### src/rtl/dmi_host_seq_if.sv
// rtl/dmi_host_seq_if.sv - host request/response and DMI request/response bundle
interface dmi_host_seq_if #(
  parameter int ABITS = 8
);
  // host link
  logic             req_valid;
  logic             req_ready;
  logic [1:0]       req_op;
  logic [ABITS-1:0] req_addr;
  logic [15:0]      req_regno;
  logic [31:0]      req_wdata;
  logic             rsp_valid;
  logic             rsp_ready;
  logic [31:0]      rsp_rdata;
  logic [2:0]       rsp_err;
  logic             rsp_timeout;
  // DMI port
  logic             dmi_req_valid;
  logic             dmi_req_ready;
  logic             dmi_req_write;
  logic [ABITS-1:0] dmi_req_addr;
  logic [31:0]      dmi_req_data;
  logic             dmi_rsp_valid;
  logic [31:0]      dmi_rsp_data;

  // sequencer view: serves the host, masters the DMI
  modport master (
    input  req_valid, req_op, req_addr, req_regno, req_wdata, rsp_ready,
    input  dmi_req_ready, dmi_rsp_valid, dmi_rsp_data,
    output req_ready, rsp_valid, rsp_rdata, rsp_err, rsp_timeout,
    output dmi_req_valid, dmi_req_write, dmi_req_addr, dmi_req_data
  );

  // environment view: host plus debug module
  modport slave (
    output req_valid, req_op, req_addr, req_regno, req_wdata, rsp_ready,
    output dmi_req_ready, dmi_rsp_valid, dmi_rsp_data,
    input  req_ready, rsp_valid, rsp_rdata, rsp_err, rsp_timeout,
    input  dmi_req_valid, dmi_req_write, dmi_req_addr, dmi_req_data
  );
endinterface

### src/rtl/dmi_host_seq.sv
// rtl/dmi_host_seq.sv - debugger-side DMI initiator for raw and abstract GPR accesses
module dmi_host_seq #(
  parameter int ABITS      = 8,
  parameter int POLL_LIMIT = 255
) (
  input logic            clk,
  input logic            nRST,
  dmi_host_seq_if.master bus
);
  localparam int CLOG = $clog2(POLL_LIMIT + 1);
  localparam int CW   = (CLOG > 8) ? CLOG : 8;

  localparam logic [ABITS-1:0] A_DATA0 = ABITS'(8'h04);
  localparam logic [ABITS-1:0] A_ACS   = ABITS'(8'h16);
  localparam logic [ABITS-1:0] A_CMD   = ABITS'(8'h17);

  typedef enum logic [2:0] {
    S_IDLE, S_RAW, S_WR_DATA0, S_WR_CMD, S_POLL, S_CLR_ERR, S_RD_DATA0, S_RESP
  } state_e;

  state_e           state_q, state_d;
  logic             phase_q, phase_d;   // 0: request phase, 1: waiting for response
  logic [1:0]       op_q, op_d;
  logic [ABITS-1:0] addr_q, addr_d;
  logic [15:0]      regno_q, regno_d;
  logic [31:0]      wdata_q, wdata_d;
  logic [CW-1:0]    cnt_q, cnt_d;
  logic [31:0]      rdata_q, rdata_d;
  logic [2:0]       err_q, err_d;
  logic             tmo_q, tmo_d;

  logic             in_tx, tx_write, tx_done;
  logic [ABITS-1:0] tx_addr;
  logic [31:0]      tx_data;

  // state and captured-request registers; reset abandons any sequence
  always_ff @(posedge clk or negedge nRST) begin
    if (!nRST) begin
      state_q <= S_IDLE;
      phase_q <= 1'b0;
      op_q    <= '0;
      addr_q  <= '0;
      regno_q <= '0;
      wdata_q <= '0;
      cnt_q   <= '0;
      rdata_q <= '0;
      err_q   <= '0;
      tmo_q   <= 1'b0;
    end else begin
      state_q <= state_d;
      phase_q <= phase_d;
      op_q    <= op_d;
      addr_q  <= addr_d;
      regno_q <= regno_d;
      wdata_q <= wdata_d;
      cnt_q   <= cnt_d;
      rdata_q <= rdata_d;
      err_q   <= err_d;
      tmo_q   <= tmo_d;
    end
  end

  // per-state DMI transaction contents
  always_comb begin
    in_tx    = 1'b1;
    tx_write = 1'b0;
    tx_addr  = '0;
    tx_data  = '0;
    case (state_q)
      S_RAW: begin
        tx_write = (op_q == 2'd1);
        tx_addr  = addr_q;
        tx_data  = (op_q == 2'd1) ? wdata_q : 32'h0;
      end
      S_WR_DATA0: begin
        tx_write = 1'b1;
        tx_addr  = A_DATA0;
        tx_data  = wdata_q;
      end
      S_WR_CMD: begin
        tx_write = 1'b1;
        tx_addr  = A_CMD;
        tx_data  = ((op_q == 2'd3) ? 32'h0023_0000 : 32'h0022_0000) | {16'h0, regno_q};
      end
      S_POLL:     tx_addr = A_ACS;
      S_CLR_ERR: begin
        tx_write = 1'b1;
        tx_addr  = A_ACS;
        tx_data  = 32'h0000_0700;
      end
      S_RD_DATA0: tx_addr = A_DATA0;
      default:    in_tx = 1'b0;
    endcase
    tx_done = in_tx && phase_q && bus.dmi_rsp_valid;
  end

  // sequencing: request capture, TX handshake, abstract-command flow, response hold
  always_comb begin
    state_d = state_q;
    phase_d = phase_q;
    op_d    = op_q;
    addr_d  = addr_q;
    regno_d = regno_q;
    wdata_d = wdata_q;
    cnt_d   = cnt_q;
    rdata_d = rdata_q;
    err_d   = err_q;
    tmo_d   = tmo_q;

    if (in_tx && !phase_q && bus.dmi_req_ready) phase_d = 1'b1;
    if (tx_done) phase_d = 1'b0;

    case (state_q)
      S_IDLE: begin
        phase_d = 1'b0;
        if (bus.req_valid) begin
          op_d    = bus.req_op;
          addr_d  = bus.req_addr;
          regno_d = bus.req_regno;
          wdata_d = bus.req_wdata;
          case (bus.req_op)
            2'd2:    state_d = S_WR_CMD;
            2'd3:    state_d = S_WR_DATA0;
            default: state_d = S_RAW;
          endcase
        end
      end
      S_RAW: if (tx_done) begin
        rdata_d = (op_q == 2'd0) ? bus.dmi_rsp_data : 32'h0;
        state_d = S_RESP;
      end
      S_WR_DATA0: if (tx_done) state_d = S_WR_CMD;
      S_WR_CMD: if (tx_done) begin
        cnt_d   = '0;
        state_d = S_POLL;
      end
      S_POLL: if (tx_done) begin
        if (bus.dmi_rsp_data[12]) begin
          if (cnt_q == CW'(POLL_LIMIT)) begin
            tmo_d   = 1'b1;
            err_d   = 3'd7;
            state_d = S_RESP;
          end else begin
            cnt_d = cnt_q + 1'b1;
          end
        end else if (bus.dmi_rsp_data[10:8] != 3'd0) begin
          err_d   = bus.dmi_rsp_data[10:8];
          state_d = S_CLR_ERR;
        end else begin
          state_d = (op_q == 2'd2) ? S_RD_DATA0 : S_RESP;
        end
      end
      S_CLR_ERR: if (tx_done) begin
        rdata_d = 32'h0;
        state_d = S_RESP;
      end
      S_RD_DATA0: if (tx_done) begin
        rdata_d = bus.dmi_rsp_data;
        state_d = S_RESP;
      end
      S_RESP: if (bus.rsp_ready) begin
        rdata_d = '0;
        err_d   = '0;
        tmo_d   = 1'b0;
        state_d = S_IDLE;
      end
      default: state_d = S_IDLE;
    endcase
  end

  assign bus.req_ready     = (state_q == S_IDLE);
  assign bus.rsp_valid     = (state_q == S_RESP);
  assign bus.rsp_rdata     = rdata_q;
  assign bus.rsp_err       = err_q;
  assign bus.rsp_timeout   = tmo_q;
  assign bus.dmi_req_valid = in_tx && !phase_q;
  assign bus.dmi_req_write = (in_tx && !phase_q) ? tx_write : 1'b0;
  assign bus.dmi_req_addr  = (in_tx && !phase_q) ? tx_addr : '0;
  assign bus.dmi_req_data  = (in_tx && !phase_q) ? tx_data : 32'h0;
endmodule

### src/flat_wrapper.sv
// flat-port wrapper written by rule: the top's interface ports become plain ports
module dmi_host_seq_flat 
#(
  parameter int ABITS      = 8,
  parameter int POLL_LIMIT = 255
)
  (clk, nRST, bus_req_valid, bus_req_op, bus_req_addr, bus_req_regno, bus_req_wdata, bus_rsp_ready, bus_dmi_req_ready, bus_dmi_rsp_valid, bus_dmi_rsp_data, bus_req_ready, bus_rsp_valid, bus_rsp_rdata, bus_rsp_err, bus_rsp_timeout, bus_dmi_req_valid, bus_dmi_req_write, bus_dmi_req_addr, bus_dmi_req_data);
  dmi_host_seq_if #(.ABITS(ABITS)) bus_i ();
  input logic clk;
  input logic nRST;
  input wire logic [$bits(bus_i.req_valid)-1:0] bus_req_valid;
  input wire logic [$bits(bus_i.req_op)-1:0] bus_req_op;
  input wire logic [$bits(bus_i.req_addr)-1:0] bus_req_addr;
  input wire logic [$bits(bus_i.req_regno)-1:0] bus_req_regno;
  input wire logic [$bits(bus_i.req_wdata)-1:0] bus_req_wdata;
  input wire logic [$bits(bus_i.rsp_ready)-1:0] bus_rsp_ready;
  input wire logic [$bits(bus_i.dmi_req_ready)-1:0] bus_dmi_req_ready;
  input wire logic [$bits(bus_i.dmi_rsp_valid)-1:0] bus_dmi_rsp_valid;
  input wire logic [$bits(bus_i.dmi_rsp_data)-1:0] bus_dmi_rsp_data;
  output wire logic [$bits(bus_i.req_ready)-1:0] bus_req_ready;
  output wire logic [$bits(bus_i.rsp_valid)-1:0] bus_rsp_valid;
  output wire logic [$bits(bus_i.rsp_rdata)-1:0] bus_rsp_rdata;
  output wire logic [$bits(bus_i.rsp_err)-1:0] bus_rsp_err;
  output wire logic [$bits(bus_i.rsp_timeout)-1:0] bus_rsp_timeout;
  output wire logic [$bits(bus_i.dmi_req_valid)-1:0] bus_dmi_req_valid;
  output wire logic [$bits(bus_i.dmi_req_write)-1:0] bus_dmi_req_write;
  output wire logic [$bits(bus_i.dmi_req_addr)-1:0] bus_dmi_req_addr;
  output wire logic [$bits(bus_i.dmi_req_data)-1:0] bus_dmi_req_data;
  assign bus_i.req_valid = bus_req_valid;
  assign bus_i.req_op = bus_req_op;
  assign bus_i.req_addr = bus_req_addr;
  assign bus_i.req_regno = bus_req_regno;
  assign bus_i.req_wdata = bus_req_wdata;
  assign bus_i.rsp_ready = bus_rsp_ready;
  assign bus_i.dmi_req_ready = bus_dmi_req_ready;
  assign bus_i.dmi_rsp_valid = bus_dmi_rsp_valid;
  assign bus_i.dmi_rsp_data = bus_dmi_rsp_data;
  assign bus_req_ready = bus_i.req_ready;
  assign bus_rsp_valid = bus_i.rsp_valid;
  assign bus_rsp_rdata = bus_i.rsp_rdata;
  assign bus_rsp_err = bus_i.rsp_err;
  assign bus_rsp_timeout = bus_i.rsp_timeout;
  assign bus_dmi_req_valid = bus_i.dmi_req_valid;
  assign bus_dmi_req_write = bus_i.dmi_req_write;
  assign bus_dmi_req_addr = bus_i.dmi_req_addr;
  assign bus_dmi_req_data = bus_i.dmi_req_data;
  dmi_host_seq #(.ABITS(ABITS), .POLL_LIMIT(POLL_LIMIT)) u_core (.clk(clk), .nRST(nRST), .bus(bus_i));
endmodule
### config.mk
export PLATFORM = sky130hd
export DESIGN_NAME = dmi_host_seq_flat
export DESIGN_NICKNAME = d
export VERILOG_FILES = /design/src/rtl/dmi_host_seq_if.sv /design/src/rtl/dmi_host_seq.sv /design/src/flat_wrapper.sv
export SDC_FILE = /design/constraint.sdc
export NUM_CORES = 1
export LEC_CHECK = 0
export BUFFER_PORTS_ARGS = -buffer_cell sky130_fd_sc_hd__buf_2
export CORE_UTILIZATION = 45
export CTS_CLUSTER_SIZE = 30
export DETAILED_ROUTE_END_ITERATION = 6
export PLACE_DENSITY = 0.73
export SETUP_SLACK_MARGIN = 0.5
export SYNTH_ARGS = -nofsm -noshare
export SYNTH_HDL_FRONTEND = slang
export SYNTH_SLANG_ARGS = --single-unit
### constraint.sdc
create_clock -name clk -period 4.6 [get_ports clk]
set_input_delay 0.69 -clock clk [delete_from_list [all_inputs] [get_ports clk]]
set_output_delay 0.69 -clock clk [all_outputs]
set_load 0.01 [all_outputs]
==> results.md, run 1 <==
- Most common cell after layout, fill and taps aside: buf_2
- Simple-gate share of the synthesized area: about 12%
- WL final: 12,400 um
- Tmin final: around 3.7 ns
- Fin crit share: 79.3%
- CP peak stage delay: between 0.7 and 0.8 ns
- Crit start category: flop
- Clock latency on the worst-skew pair: 0.34 ns
- Crit path DAT: 2.96 ns
- Combinational power share: between 40% and 50%
- Clock Sinks: 106
- Area after DPL: roughly 6100 um^2
- R2R Setup Slk: roughly 1.7 ns
- P_leak: ~0.0034 uW
- Routed Antenna Nets: 0
- Xor and xnor area share after synthesis: 0%
- Share of cells above drive strength 1: between 40% and 50%
- Most frequent cells in the layout: buf_2, dfrtp_1, inv_1
- Status: finished clean
- I/O pin count: approximately 180
- Initial core utilization: between 40% and 50%
- Final TNS setup: 0 ns
- Final setup fails: 0
- Grt total ovfl: 0
- Maxcap violations: 0
- Min Hold Slack: approximately 0.50 ns
- Post-CTS Resized: 0
- Cell row count: 39
- Mapped Area: around 5200 um^2
- Cells along the critical path: or2_1 -> nand2b_1 -> a211oi_1 -> buf_4 -> and2_1 -> buf_2
- Post-synth EDFFs: 0
- Drt wl/cell: between 15 and 20 um
- First-pass GRT wire length: roughly 19,000 um
- Fin. Hold Viols: 0
- Core footprint: about 11,000 um^2
- CTS root buf: clkbuf_16
- Yosys warns: 0
- DR iter-0 viols: approximately 380
- Top-area cell type share of the netlist area: between 50% and 60%
- Vias per Instance: 5.21
- Crit path max fanout: 27
- Worst VDD drop: around 0.27 mV
- Finished Core Util: around 57%
- Post-synthesis net count: 564
- Cell type with the largest total area after synthesis: dfrtp_1
- Top cells by area, synth: dfrtp_1, mux2_2, mux2i_1
- Nets: about 730
- CTS tree: yes
- Fin Clk Skew: 0.00779 ns
- Fill count: 981
- Largest net degree at the start of global routing: 78
- Crit Path Category: flop to output pin
- Die area: roughly 12,000 um^2
- Cell-internal power: 2600 uW
- Clk slew on worst S/H paths: 0.07 ns
- Antenna violations before repair: 0
- Slew of the pin with the lowest slew margin: between 0.9 and 1 ns
- Post-synth ARST share: 100%
- I/O Buffers: between 150 and 200
- Drt first pass iters: 4
- Sw Share: between 30% and 40%
- RSZ-0062 raised after global routing: no
- Crit end category: output pin
- Vias in the first global route: ~4,100
- Post-Synthesis Cells: ~470
- H-tree levels: 3
- Sequential share of the synthesized area: around half
- Slew margin rel.: between 30% and 40%
- Max Freq: ~0.27 GHz
- CTS Buf Count: 9
- Pwr dens: 642 nW/um^2
- Overall Power: 4140 uW
- Critical Path RT: between 3 and 4 ns
- Area Overhead vs Synth: 23.0%
- Worst path slowest cell: dfrtp_1
- Setup Fix Bufs, Post-CTS: 0
- Synth Area in Adders: less than 1%
- Final HPWL DP: 8740 um
- Fin area: between 6000 and 7000 um^2
- Hold_buf cts: 0
- DRC Markers: 0
- Post-synth cell types: 59
- Gp weighted congestion: around 0.82
- Syn_area_per_cell: 11.2 um^2
- Clock power frac: between 10% and 20%
- Hold Path Class: input pin to asynchronous set/reset pin
- Slew Viols, Final: 0
- Sequential share of power: roughly two fifths
- Synth Flop Type: dfrtp_1
- FF+latch count, synth: between 100 and 150
- Post-synthesis mux area share: 20.6%
- Die height: 110 um
- Largest family of logic cells by synthesized area: multiplexers
- Via count: slightly above 4,000
- Clock Tree Buf Depth: 2
- Tot GR Track Use: about a fifth
- Psw: 1550 uW
- # diodes: 0
- Synth Area in Compound Gates: under 10%
- Chip width: roughly 110 um
[kinds of logic (layout without fill, tap and decap cells)]
kind of cell / count (synthesis) / in the layout
AND/OR/NAND/NOR: 126 / 126
flip-flops: 106 / 106
buffers and inverters: 69 / 236
adder cells (fa/ha/maj): 1 / 1
AO/OA/AOI/OAI: 72 / 72
multiplexers: 93 / 93
[power groups by stage]
stage	Clock (uW)	Sequential [uW]	Combinational, uW
3_3_place_gp	0	1630	1660
2_1_floorplan	0	1590	1270
5_1_grt	843	1710	1890
4_1_cts	810	1650	1720
3_5_place_dp	0	1660	1720
6_report	788	1650	1700
[registers in the layout, indices dropped and copies added, names as in the netlist, 2 cells and up]
| name | count |
|---|---|
| u_core.wdata_q | 32 |
| u_core.bus.rsp_rdata | 32 |
| u_core.state_q | 3 |
| u_core.bus.rsp_err | 3 |
| u_core.op_q | 2 |
| u_core.cnt_q | 8 |
| u_core.regno_q | 16 |
| u_core.addr_q | 8 |
[per-layer routing]
metal,vias to the layer above,share of wire (%),track usage (%)
met3,6,6.6,6.40
met1,1968,43,26.1
met4,0,0.63,5.71
met2,141,50,35.0
met5,-,0,0
li1,1934,-,-
[Yosys cell counts (5+ instances only)]
cell type  instances
a21oi_1           16
a22oi_1           13
and2_1            20
buf_2              5
buf_4              7
clkbuf_1           8
dfrtp_1          106
inv_1             40
mux2_2            38
mux2_4            20
mux2i_1           35
nand2_1           39
nand3_1            6
nor2_1            29
o21ai_0           12
[area by class of cell]
class | count | area [um^2] | area share, %
inverter | 41 | 154 | 2.39
sequential | 106 | 2650 | 41.1
multi-input combinational | 292 | 2250 | 34.8
tap | 143 | 179 | 2.77
timing repair buffer | 180 | 916 | 14.2
clock inverter | 5 | 62.6 | 0.970
clock buffer | 10 | 239 | 3.71
[worst paths after layout]
kind / from / endpoint / cells after the start
max: u_core.state_q[1] / bus_dmi_req_data[28] / 6
min: nRST / u_core.regno_q[11] / 1
max reg2reg: u_core.state_q[1] / u_core.cnt_q[7] / 4
min reg2reg: u_core.wdata_q[26] / u_core.wdata_q[26] / 1
max in group asynchronous: nRST / u_core.bus.rsp_rdata[14] / 2
min in group clk: u_core.wdata_q[26] / u_core.wdata_q[26] / 1
[worst max-delay path: cells and delay by family, from the launching register on]
kind,cells,cell delay [ns]
DFF,1,0.78
AOI/OAI and AO/OA,1,0.41
buffers and inverters,2,0.36
and+or+nand+nor,3,1.07
[stage by stage]
stage	std cells	worst slack, ns
final	777	0.950
after global routing	777	0.699
after global placement	762	1.47
after detailed placement	762	1.36
after CTS	777	0.966
after floorplan	467	2.25
(Power assumes the default switching activity.)
==> run 2, diff against run 1 <==
--- a/config.mk
+++ b/config.mk
@@ -9,7 +9,7 @@
 export CORE_UTILIZATION = 45
 export CTS_CLUSTER_SIZE = 30
 export DETAILED_ROUTE_END_ITERATION = 6
-export PLACE_DENSITY = 0.73
+export PLACE_DENSITY = 0.75
 export SETUP_SLACK_MARGIN = 0.5
 export SYNTH_ARGS = -nofsm -noshare
 export SYNTH_HDL_FRONTEND = slang
==> constraint.sdc (replaced) <==
create_clock -name clk -period 2.98 [get_ports clk]
set_input_delay 0.447 -clock clk [delete_from_list [all_inputs] [get_ports clk]]
set_output_delay 0.447 -clock clk [all_outputs]
set_load 0.01 [all_outputs]
==> run 2 against run 1 <==
Compared with the run above:
- combinational power increased by 73%
- flip-flop and latch count unchanged
- non-clock buffer count increased by 15
- via count increased by 2.5%
- clock power increased by 55%
- core utilization increased by 1.7 points
- worst setup slack got worse by 0.35 ns
- critical endpoint is now bus_dmi_req_data[7]
- largest power group unchanged
- highest routed layer unchanged
==> results.md, run 2 (synthesis results as in run 1) <==
- GR Util met2: 35.5% (+0.49 points)
- Psw: 2440 uW (+57%)
- Worst VDD drop: 0.442 mV (+66%)
- Global-route layer with the greatest usage: met2
- Fin crit share: 79.9%
- Cell row count: 39 (unchanged)
- WL final: 12,600 um (+1.3%)
- DR iter-0 viols: 314 (-17%)
- Cells after DPL: 770 (+1.0%)
- Final TNS setup: 0 ns (unchanged)
- CTS root buf: clkbuf_16
- Status: finished clean
- Maxcap violations: 0 (unchanged)
- CTS Buf Count: 9 (unchanged)
- Crit Path Category: flop to output pin
- Nets: 742 (+2.1%)
- DRC Markers: 0 (unchanged)
- CTS tree: yes
- Die height: 110 um (unchanged)
- Largest net degree at the start of global routing: 59 (-24%)
- Sw Share: 36.8% (-0.56 points)
- Final HPWL DP: 8880 um (+1.6%)
- Share of cells above drive strength 1: 43.6% (+2.3 points)
- Via count: 4,150 (+2.5%)
- Pwr dens: 997 nW/um^2 (+55%)
- Most common cell after layout, fill and taps aside: buf_2
- Met3 GRT Util: 7.11% (+0.71 points)
- Crit path max fanout: 20 (-26%)
- Antenna violations before repair: 0 (unchanged)
- Fin area: 6640 um^2 (+2.9%)
- Cell-internal power: 4190 uW (+61%)
- Origin of the critical flop-to-flop path: u_core.cnt_q[0]
- Critical R2R Capture: u_core.bus.rsp_err[0]
- Final Non-Filler Cells: 792 (+1.9%)
- Die area: 12,100 um^2 (unchanged)
- P_leak: 0.00349 uW (+2.5%)
- I/O pin count: 176 (unchanged)
- Drt wl/cell: 15.9 um (-0.63%)
- Clock Sinks: 106 (unchanged)
- Initial core utilization: 46.1% (unchanged)
- Clock Tree Buf Depth: 2 (unchanged)
- Slew of the pin with the lowest slew margin: 0.734 ns (-0.239 ns)
- RSZ-0062 raised after global routing: yes
- Area Overhead vs Synth: 26.6%
- R2R Setup Slk: 0.83 ns (-0.89 ns)
- Final setup fails: 0 (unchanged)
- Setup crit start: u_core.state_q[1]
- Combinational power share: 44.4% (+3.3 points)
- Finished Core Util: 58.4% (+1.7 points)
- Slew Viols, Final: 0 (unchanged)
- Crit start category: flop
- Critical Path RT: 2.53 ns (-1.38 ns)
- Slew margin rel.: 50.8% (+16 points)
- Crit end category: output pin
- Chip width: 110 um (unchanged)
- I/O Buffers: 175 (unchanged)
- Overall Power: 6620 uW (+60%)
- Tot GR Track Use: 21.5% (+0.61 points)
- First-pass GRT wire length: 19,800 um (+2.0%)
- Max Freq: between 0.4 and 0.5 GHz
- Vias per Instance: 5.24 (+0.55%)
- Gp weighted congestion: 0.861 (+4.5%)
- Routed Antenna Nets: 0 (unchanged)
- R2r worst-path depth: 5 (+1)
- Grt total ovfl: 0 (unchanged)
- Vias in the first global route: 4,226 (+3.6%)
- H-tree levels: 3 (unchanged)
- # diodes: 0 (unchanged)
- Fin. Hold Viols: 0 (unchanged)
- Tmin final: ~2.4 ns
- Core footprint: 11,400 um^2 (unchanged)
- GRT met1 Usage: 25.9% (-0.16 points)
- Sequential share of power: 37.1% (-2.8 points)
- Hold_buf cts: 0 (unchanged)
- Clk slew on worst S/H paths: 0.07 ns (about the same)
- Clock latency on the worst-skew pair: 0.35 ns (about the same)
- Area after DPL: 6220 um^2 (+1.2%)
- Fin Clk Skew: 0.0110 ns (+0.00319 ns)
- Clock power frac: 18.5% (-0.5 points)
- Most frequent cells in the layout: buf_2, dfrtp_1, inv_1
- Hold Path Class: input pin to asynchronous set/reset pin
- Crit path DAT: 1.94 ns (-1.02 ns)
- Drt first pass iters: 4 (unchanged)
## run 2: per-stage QoR
step	hold WS, ns	worst slack, ns
3_3_place_gp	0.483	0.589
2_1_floorplan	0.151	0.873
4_1_cts	0.130	0.486
5_1_grt	0.164	0.488
3_5_place_dp	0.488	0.567
6_report	0.101	0.598
## run 2: how the worst max path moves through the flow
stage | end | slack (ns) | cells after the start
final | bus_dmi_req_data[7] | 0.60 | 7
after global routing | bus_dmi_req_data[7] | 0.49 | 7
after CTS | bus_dmi_req_addr[6] | 0.49 | 5
after detailed placement | bus_dmi_req_addr[6] | 0.57 | 5
after global placement | bus_dmi_req_addr[6] | 0.59 | 5
after floorplan | bus_dmi_req_addr[2] | 0.87 | 6
## run 2: per-layer routing
layer / up-vias / routed length (um)
met5: - / 0
met4: 0 / 223
met3: 15 / 1010
met2: 157 / 6050
met1: 2013 / 5320
li1: 1965 / -
## run 2: cell type report
cell class                      instances  area, um^2
Clock buffer                           12         256
Clock inverter                          3        46.3
Fill cell                             933        4730
Inverter                               41         154
Multi-Input combinational cell        292        2300
Sequential cell                       106        2660
Tap cell                              143         179
Timing Repair Buffer                  195        1050
## run 2: what timing repair did
action / CTS / global route
gates resized for setup: 11 / 4
setup endpoints to repair: 32 / 34
gates cloned: 2 / 0
pin swaps: 1 / 1
buffers inserted: 0 / 5
## run 2: power by group through the flow
stage	sequential [uW]	combinational (uW)	clock, uW
after floorplan	2450	1970	0
after global placement	2460	2690	0
after detailed placement	2480	2790	0
after CTS	2480	2880	1260
after global routing	2540	3230	1310
final	2460	2940	1220
## run 2: worst max-delay path, cell delays in order (launching register included)
cell	delay [ns]
dfrtp_2	0.44
buf_6	0.17
nand4bb_4	0.23
a21oi_4	0.21
buf_6	0.15
a22oi_1	0.09
nor2_1	0.14
buf_2	0.15
==> run 3, diff against run 2 <==
--- a/config.mk
+++ b/config.mk
@@ -9,7 +9,7 @@
 export CORE_UTILIZATION = 45
 export CTS_CLUSTER_SIZE = 30
 export DETAILED_ROUTE_END_ITERATION = 6
-export PLACE_DENSITY = 0.75
+export PLACE_DENSITY = 0.73
 export SETUP_SLACK_MARGIN = 0.5
 export SYNTH_ARGS = -nofsm -noshare
 export SYNTH_HDL_FRONTEND = slang
==> constraint.sdc (replaced) <==
create_clock -name clk -period 2.2 [get_ports clk]
set_input_delay 0.33 -clock clk [delete_from_list [all_inputs] [get_ports clk]]
set_output_delay 0.33 -clock clk [all_outputs]
set_load 0.01 [all_outputs]
==> run 3 against run 2 <==
Compared with the run above:
- routed wire length rose by 30%
- the run now ends with setup timing left
- cell area rose by 20%
- flip-flop and latch count did not move
==> results.md, run 3 (synthesis results as in run 1) <==
- Die height: 110 um (unchanged)
- Clk slew on worst S/H paths: 0.07 ns (about the same)
- Most common cell after layout, fill and taps aside: buf_2
- Fill count: 791 (-15%)
- Initial core utilization: 46.1% (unchanged)
- Critical R2R Capture: u_core.wdata_q[17]
- Clock Sinks: 106 (unchanged)
- Origin of the critical flop-to-flop path: u_core.state_q[0]
- I/O pin count: 176 (unchanged)
- Nets: 800 (+7.8%)
- Crit path max fanout: 7 (-65%)
- Drt wl/cell: 19.3 um (+21%)
- First-pass GRT wire length: 22,100 um (+12%)
- Crit path DAT: 1.94 ns (about the same)
- Hold Path Class: input pin to flop
- Area after DPL: 6300 um^2 (+1.3%)
- Chip width: 110 um (unchanged)
- Overall Power: 10,800 uW (+63%)
- DRC Markers: 0 (unchanged)
- R2R Setup Slk: 0.09 ns (-0.74 ns)
- # diodes: 0 (unchanged)
- Crit start category: flop
- Tot GR Track Use: 24.4% (+2.9 points)
- H-tree levels: 3 (unchanged)
- Fin. Hold Viols: 0 (unchanged)
- Antenna violations before repair: 0 (unchanged)
- Clock latency on the worst-skew pair: 0.35 ns (about the same)
- Vias in the first global route: 4,402 (+4.2%)
- Final Worst Setup Slack: -0.0672 ns (-0.665 ns)
- Finished Core Util: 70.0% (+12 points)
- Via count: 4,601 (+11%)
- Drt first pass iters: 4 (unchanged)
- Grt total ovfl: 0 (unchanged)
- Critical Path Sink: bus_dmi_req_data[29]
- DR iter-0 viols: 189 (-40%)
- CTS root buf: clkbuf_16
- Final HPWL DP: 8900 um (+0.30%)
- Clock Tree Buf Depth: 2 (unchanged)
- Failing checks: setup timing
- Max Freq: approximately 0.44 GHz
- Vias per Instance: 5.43 (+3.5%)
- Gp weighted congestion: 0.850 (-1.2%)
- Critical Path RT: 1.87 ns (-0.66 ns)
- Cell row count: 39 (unchanged)
- R2r worst-path depth: 9 (+4)
- Maxcap violations: 0 (unchanged)
- Fin crit share: 103%
- I/O Buffers: 175 (unchanged)
- Slew Viols, Final: 0 (unchanged)
- Routed Antenna Nets: 0 (unchanged)
- Slew margin rel.: 68.0% (+17 points)
- WL final: 16,300 um (+30%)
- Most frequent cells in the layout: buf_2, dfrtp_1, mux2_4
- Final setup fails: 13 (+13)
- P_leak: 0.00407 uW (+17%)
- Share of cells above drive strength 1: 53.0% (+9.4 points)
- Setup crit start: u_core.state_q[2]
- Worst VDD drop: 0.818 mV (+85%)
- Min Hold Slack: 0.205 ns (+0.104 ns)
- Crit end category: output pin
- Pwr dens: 1360 nW/um^2 (+36%)
- Tmin final: between 2 and 2.5 ns
- Core footprint: 11,400 um^2 (unchanged)
- Crit Path Category: flop to output pin
- Fin Clk Skew: 0.00564 ns (-0.00534 ns)
- Fin area: 7960 um^2 (+20%)
- Status: finished with violations
- Largest net degree at the start of global routing: 49 (-17%)
- Dpl ws: 0.205 ns (-0.362 ns)
- CTS tree: yes
- Slew of the pin with the lowest slew margin: 0.480 ns (-0.253 ns)
- CTS Buf Count: 9 (unchanged)
- RSZ-0062 raised after global routing: yes
- Die area: 12,100 um^2 (unchanged)
- Area Overhead vs Synth: 51.7%
run 3: cell types whose count changed in the layout (fill, tap and decap cells not counted), sizes merged:
cell and delta:
clkbuf +2, buf +54, clkinvlp +1, clkinv +1
dlygate4sd3 +1, bufinv -1, inv -2
run 3: layer usage:
layer,global-route usage (%),up-vias,share of wire [%]
li1,-,2081,-
met1,29.2,2286,39
met2,40.8,197,51
met3,7.53,37,7.1
met4,9.90,0,2.7
met5,0,-,0
run 3: layout make-up:
| class | instances | area, um^2 | share of cell area, % |
|---|---|---|---|
| clock buffers | 11 | 243 | 3.05 |
| inverters | 41 | 168 | 2.11 |
| clock inverters | 2 | 16.3 | 0.204 |
| multi-input cells | 292 | 2680 | 33.6 |
| well taps | 143 | 179 | 2.25 |
| flip-flops and latches | 106 | 2660 | 33.4 |
| repair buffers | 253 | 2020 | 25.3 |
run 3: critical path: stages (launching register included):
cell	delay [ns]
dfrtp_2	0.45
a21o_1	0.23
nand2b_4	0.16
a211oi_4	0.29
buf_6	0.18
and2_1	0.13
buf_2	0.14
run 3: metrics by stage:
step / instances / TNS [ns]
floorplan: 467 / 0
global placement: 775 / 0
detailed placement: 775 / 0
CTS: 826 / 0
global route: 848 / -1.07
finish: 848 / -0.502
run 3: timing repair:
action                     in CTS  in global routing
hold buffers                    1                  0
buffers inserted               28                 17
cloned                          9                  5
gates resized for setup        72                 92
pin swaps                      12                 28
setup endpoints to repair     148                148
hold endpoints to repair       32                  0
run 3: where the power goes:
group / total (uW) / leakage [uW] / internal (uW) / switching, uW
Combinational: 5870 / 0.00263 / 3140 / 2740
Sequential: 3430 / 0.00132 / 2810 / 624
Clock: 1510 / 0.000124 / 784 / 721
run 3: worst min path at each step:
stage / startpoint / to / slack [ns] / cells past startpoint
5_1_grt: bus_req_regno[3] / u_core.regno_q[3] / 0.20 / 2
4_1_cts: bus_req_wdata[6] / u_core.wdata_q[6] / 0.19 / 2
2_1_floorplan: nRST / u_core.addr_q[0] / 0.03 / 0
3_5_place_dp: nRST / u_core.bus.rsp_rdata[13] / 0.32 / 1
3_3_place_gp: nRST / u_core.bus.rsp_rdata[13] / 0.31 / 1
6_report: bus_req_regno[14] / u_core.regno_q[14] / 0.21 / 2
